### src/rtl/mmio_fifo_ctrl.sv
// mmio_fifo_ctrl: MMIO front-end for a 64-bit show-ahead host FIFO.
// Decodes DATA/STATUS/CTRL/WMARK word addresses, drives push/pop strobes,
// tracks occupancy, keeps sticky ovf/udf flags, runs a sequenced flush and
// returns the c2 read response one cycle after each MMIO read.
// Optional feature: define MMIO_FIFO_WATERMARK_EN for the WMARK register
// and a registered level_hit output.
module mmio_fifo_ctrl #(
  parameter int unsigned DEPTH     = 8,
  parameter int unsigned DATA_W    = 64,
  parameter logic [15:0] ADDR_BASE = 16'h0020
) (
  input  logic              clk,
  input  logic              rst,
  input  logic              mmio_wr_valid,
  input  logic              mmio_rd_valid,
  input  logic [15:0]       mmio_addr,
  input  logic [8:0]        mmio_tid,
  input  logic [DATA_W-1:0] mmio_wr_data,
  output logic              rsp_valid,
  output logic [8:0]        rsp_tid,
  output logic [DATA_W-1:0] rsp_data,
  output logic              fifo_push,
  output logic [DATA_W-1:0] fifo_din,
  output logic              fifo_pop,
  input  logic [DATA_W-1:0] fifo_dout,
  output logic              level_hit
);

  localparam int unsigned CW       = $clog2(DEPTH + 1);
  localparam logic [CW-1:0] DEPTH_C = CW'(DEPTH);
  localparam logic [15:0] A_DATA   = ADDR_BASE;
  localparam logic [15:0] A_STATUS = ADDR_BASE + 16'd2;
  localparam logic [15:0] A_CTRL   = ADDR_BASE + 16'd4;
  localparam logic [15:0] A_WMARK  = ADDR_BASE + 16'd6;

  typedef enum logic {IDLE = 1'b0, FLUSH = 1'b1} state_t;

  state_t            state;
  logic [CW-1:0]     count;
  logic              ovf;
  logic              udf;

  logic              wr_data_hit;
  logic              rd_data_hit;
  logic              ctrl_wr;
  logic              in_idle;
  logic              empty;
  logic              full;
  logic              rd_ok;
  logic              ovf_set;
  logic              udf_set;
  logic [DATA_W-1:0] wmark_rd;
  logic [DATA_W-1:0] status;
  logic [DATA_W-1:0] rd_mux;

  assign wr_data_hit = mmio_wr_valid && (mmio_addr == A_DATA);
  assign rd_data_hit = mmio_rd_valid && (mmio_addr == A_DATA);
  assign ctrl_wr     = mmio_wr_valid && (mmio_addr == A_CTRL);
  assign in_idle     = (state == IDLE);
  assign empty       = (count == '0);
  assign full        = (count == DEPTH_C);
  assign rd_ok       = !empty && in_idle;

  assign fifo_din  = mmio_wr_data;
  assign fifo_push = wr_data_hit && (count < DEPTH_C) && in_idle;
  assign fifo_pop  = (rd_data_hit && rd_ok) || (!in_idle && !empty);

  // A refused DATA access raises the matching sticky error flag.
  assign ovf_set = wr_data_hit && (full || !in_idle);
  assign udf_set = rd_data_hit && (empty || !in_idle);

`ifdef MMIO_FIFO_WATERMARK_EN
  logic [CW-1:0] wmark;

  // Watermark register (clamped to DEPTH) and registered level compare.
  always_ff @(posedge clk or posedge rst) begin
    if (rst) begin
      wmark     <= DEPTH_C;
      level_hit <= 1'b0;
    end else begin
      if (mmio_wr_valid && (mmio_addr == A_WMARK)) begin
        wmark <= (mmio_wr_data > DATA_W'(DEPTH)) ? DEPTH_C : mmio_wr_data[CW-1:0];
      end
      level_hit <= (count >= wmark);
    end
  end

  assign wmark_rd = DATA_W'(wmark);
`else
  assign level_hit = 1'b0;
  assign wmark_rd  = '0;
`endif

  // STATUS word: count in [15:8], flags in the low byte.
  always_comb begin
    status              = '0;
    status[0]           = full;
    status[1]           = udf;
    status[2]           = ovf;
    status[3]           = !in_idle;
    status[4]           = level_hit;
    status[8 +: CW]     = count;
  end

  // Read data selected in the request cycle; unmapped addresses read zero.
  always_comb begin
    rd_mux = '0;
    if (mmio_addr == A_DATA) begin
      if (rd_ok) rd_mux = fifo_dout;
    end else if (mmio_addr == A_STATUS) begin
      rd_mux = status;
    end else if (mmio_addr == A_WMARK) begin
      rd_mux = wmark_rd;
    end
  end

  // Occupancy, sticky flags, flush sequencer and the one-cycle read response.
  always_ff @(posedge clk or posedge rst) begin
    if (rst) begin
      state     <= IDLE;
      count     <= '0;
      ovf       <= 1'b0;
      udf       <= 1'b0;
      rsp_valid <= 1'b0;
      rsp_tid   <= '0;
      rsp_data  <= '0;
    end else begin
      rsp_valid <= mmio_rd_valid;
      if (mmio_rd_valid) begin
        rsp_tid  <= mmio_tid;
        rsp_data <= rd_mux;
      end

      case ({fifo_push, fifo_pop})
        2'b10:   count <= count + CW'(1);
        2'b01:   count <= count - CW'(1);
        default: count <= count;
      endcase

      // A new error in the same cycle as a clear leaves the flag set.
      ovf <= ovf_set || (ovf && !(ctrl_wr && mmio_wr_data[1]));
      udf <= udf_set || (udf && !(ctrl_wr && mmio_wr_data[1]));

      case (state)
        IDLE:    if (ctrl_wr && mmio_wr_data[0]) state <= FLUSH;
        FLUSH:   if (empty) state <= IDLE;
        default: state <= IDLE;
      endcase
    end
  end

endmodule

### config.mk
export PLATFORM = sky130hd
export DESIGN_NAME = mmio_fifo_ctrl
export DESIGN_NICKNAME = d
export VERILOG_FILES = /design/src/rtl/mmio_fifo_ctrl.sv
export SDC_FILE = /design/constraint.sdc
export NUM_CORES = 1
export LEC_CHECK = 0
export ABC_AREA = 1
export CAP_MARGIN = 20
export CORE_AREA = 2 2 115 117
export CTS_CLUSTER_DIAMETER = 150
export DETAILED_ROUTE_END_ITERATION = 10
export DIE_AREA = 0 0 117 119
export PLACE_DENSITY = 0.86
export SLEW_MARGIN = 25
export SYNTH_ARGS = -nofsm -noshare
export SYNTH_HDL_FRONTEND = slang
export SYNTH_SLANG_ARGS = --single-unit
export TNS_END_PERCENT = 10
### constraint.sdc
create_clock -name clk -period 7.7 [get_ports clk]
set_input_delay 1.54 -clock clk [delete_from_list [all_inputs] [get_ports clk]]
set_output_delay 1.54 -clock clk [all_outputs]
set_load 0.005 [all_outputs]
==> metrics <==
postcts setup bufs=0; Crit Path Class=input port to primary output; Yosys warnings=0; Crit. End Element=primary output; most common cell type on the critical path=nand2_1; drt pass-1 iters=4; die area=13900 sq um; crit path DAT=3.33 ns; count of cell types in the netlist=27; average cell area after synthesis=9.73 sq um; biggest area consumer among synthesized cells=dfrtp_1; Fmax=205 MHz; Final period util=0.632; Max stage delay on crit path=0.50 ns; Crit path required time=6.16 ns; prevailing post-synth register cell=dfrtp_1; core area=12900 sq um; fill cell count=1196; post-cts hold buffer count=0; Synth top area share=0.470; CP max-delay cell=clkdlybuf4s50_1; Hold Path Stages=1; Seq cells post-synth=81; pin count of the biggest net entering global routing=82; RR Startpoint=count[0]; Cells after Synth=443; WL per Instance=13.7 um; TritonCTS buffer count=9; synth top area cells=dfrtp_1 (47%), o22ai_2 (12%), buf_4 (11%); first-pass GRT wire length=15800 um; I/O Buffers=172; Worst-Skew Late Latency=0.34 ns; Maximum Capacitance Violations=0; Finished Layout Cells=730; # rows=42; mapped cell area=4310 sq um; vias in the first global route=3169; Pleak=2.74 nW; Longest Clk Path Bufs=2; internal reg-to-reg setup slack=5.50 ns; post-synth net total=602; GRT Residual Overflow=0; clock slew at reported path FFs=0.06 ns; Final Max Tran Viols=0; # DRC=0; register area share after synthesis=0.470; hold slack=0.505 ns; pre-CTS worst setup slack=2.85 ns; DRT iter0 DRCs=146; via count=3173; ratio of cells with drive above 1 in the final layout=0.146; status=complete, no violations; Area Overhead vs Synth=39.9%; H-Tree Depth=3; Resize count post-CTS=0; Via density=4.35; Initial Util=0.335; IO Pins=298; GPL Wtd Cong=0.869; pwr/cell area=167 nW/um^2; Tot GR Track Use=0.148; setup slack after layout=2.83 ns; Rel. slew slack=0.436; count leader, synth=inv_1; Slew @ Worst Pin=0.846 ns; EDFF count, synth=0; Setup Skew=0.00824 ns; setup TNS=0 ns; RSZ-0062 raised after global routing=false; crit-path cells=clkdlybuf4s50_1, nor2_1, nand2_1, nor2_4, nand2_1, nor2_1, nand2_1, inv_1, clkdlybuf4s50_1; CTS tree=yes; fin crit period=4.87 ns; placed wire-length estimate=7280 um; Worst Hold Launch=rsp_tid[2]; initial antenna violation count=0; critical path startpoint category=input port; Die X=117 um; Fin. Hold Viols=0; worst-path fanout max=5; # diodes=0; Worst Hold Class=flop to flop; worst vdd ir=0.110 mV; FFs w/ async S/R, synth=1.00; Min-Delay Endpoint=rsp_tid[2]; Reg2Reg Depth=11; Root Buffer=clkbuf_16; Die H=119 um; final wirelength=10000 um; Final ANT Viol Nets=0; reg-to-reg endpoint=count[3]; nets=709; leading cell types by count after synthesis=inv_1 (129), dfrtp_1 (81), buf_4 (66); # setup viols final=0; # clock sinks=81; Inst Count DP=715
[power breakdown]
group / total, mW / internal (mW) / leakage [nW] / switching (mW)
Sequential: 0.433 / 0.431 / 1.10 / 0.00238
Combinational: 0.0963 / 0.0609 / 1.48 / 0.0354
Clock: 0.475 / 0.309 / 0.162 / 0.166
[how the worst max path moves through the flow]
stage	start	end	slack [ns]
finish	mmio_addr[12]	fifo_push	2.83
global route	mmio_addr[11]	fifo_push	2.61
CTS	mmio_addr[12]	fifo_push	2.84
detailed placement	mmio_addr[5]	fifo_push	2.85
global placement	mmio_addr[5]	fifo_push	2.85
floorplan	mmio_addr[15]	fifo_push	3.89
[per-layer routing]
metal / part of all wire / vias to the layer above / wire [um] / track usage
li1: - / 1515 / - / -
met2: 0.48 / 109 / 4850 / 0.240
met3: 0.070 / 43 / 702 / 0.0407
met1: 0.39 / 1506 / 3890 / 0.161
met5: 0 / - / 0 / 0
met4: 0.057 / 0 / 576 / 0.110
[worst max-delay path, delay by kind of cell]
kind / cells / cell delay [ns]
buf+inv: 3 / 1.00
simple gates: 6 / 0.79
[cell usage in the layout (no fill, tap or decap)]
cell / instances
clkdlybuf4s50_1: 171
inv_1: 128
dfrtp_1: 81
o22ai_2: 40
nand2_1: 22
mux2_2: 17
o22ai_1: 17
nand3_1: 15
nor2_1: 14
o21ai_0: 12
clkbuf_16: 9
clkbuf_8: 3
buf_4: 3
xor2_1: 2
nor3_1: 2
nand4_1: 2
ha_1: 2
bufinv_16: 2
a21oi_4: 1
nor2_2: 1
nor2_4: 1
nand4_4: 1
xnor2_1: 1
nand2_2: 1
nor4_1: 1
nand3b_1: 1
clkinv_2: 1
conb_1: 1
clkbuf_1: 1
buf_6: 1
[sequential cells by signal, summed over array words and instances, names as in the netlist]
name / flops
ovf: 1
state: 1
count: 4
rsp_valid: 1
udf: 1
rsp_data: 64
rsp_tid: 9
[cell type report]
| cell class | count | area [sq um] | share of cell area |
|---|---|---|---|
| sequential | 81 | 2030 | 0.336 |
| multi-input combinational | 154 | 1220 | 0.203 |
| inverter | 129 | 485 | 0.0805 |
| clock inverter | 2 | 60.1 | 0.00996 |
| timing repair buffer | 175 | 1750 | 0.289 |
| clock buffer | 13 | 270 | 0.0448 |
| tap | 176 | 220 | 0.0365 |
[kinds of logic (layout without fill, tap and decap cells)]
| family | Yosys count | count (layout) | synth area share |
|---|---|---|---|
| buffers and inverters | 208 | 319 | 0.246 |
| flip-flops | 81 | 81 | 0.470 |
| AO/OA/AOI/OAI | 70 | 70 | 0.159 |
| AND/OR/NAND/NOR | 61 | 61 | 0.0677 |
| multiplexers | 17 | 17 | 0.0444 |
| XOR/XNOR | 3 | 3 | 0.00610 |
| adder cells (fa/ha/maj) | 2 | 2 | 0.00581 |
| other | 1 | 1 | 0.000870 |
[metrics by stage]
stage | util | total power [mW] | instance area (sq um)
after floorplan | - | 0.499 | 4310
after global placement | 0.442 | 0.537 | 5700
after detailed placement | 0.442 | 0.538 | 5700
after CTS | 0.468 | 1.02 | 6030
after global routing | 0.468 | 1.04 | 6030
final | 0.468 | 1.00 | 6030
Note: power is estimated with default switching activity, not from simulation.
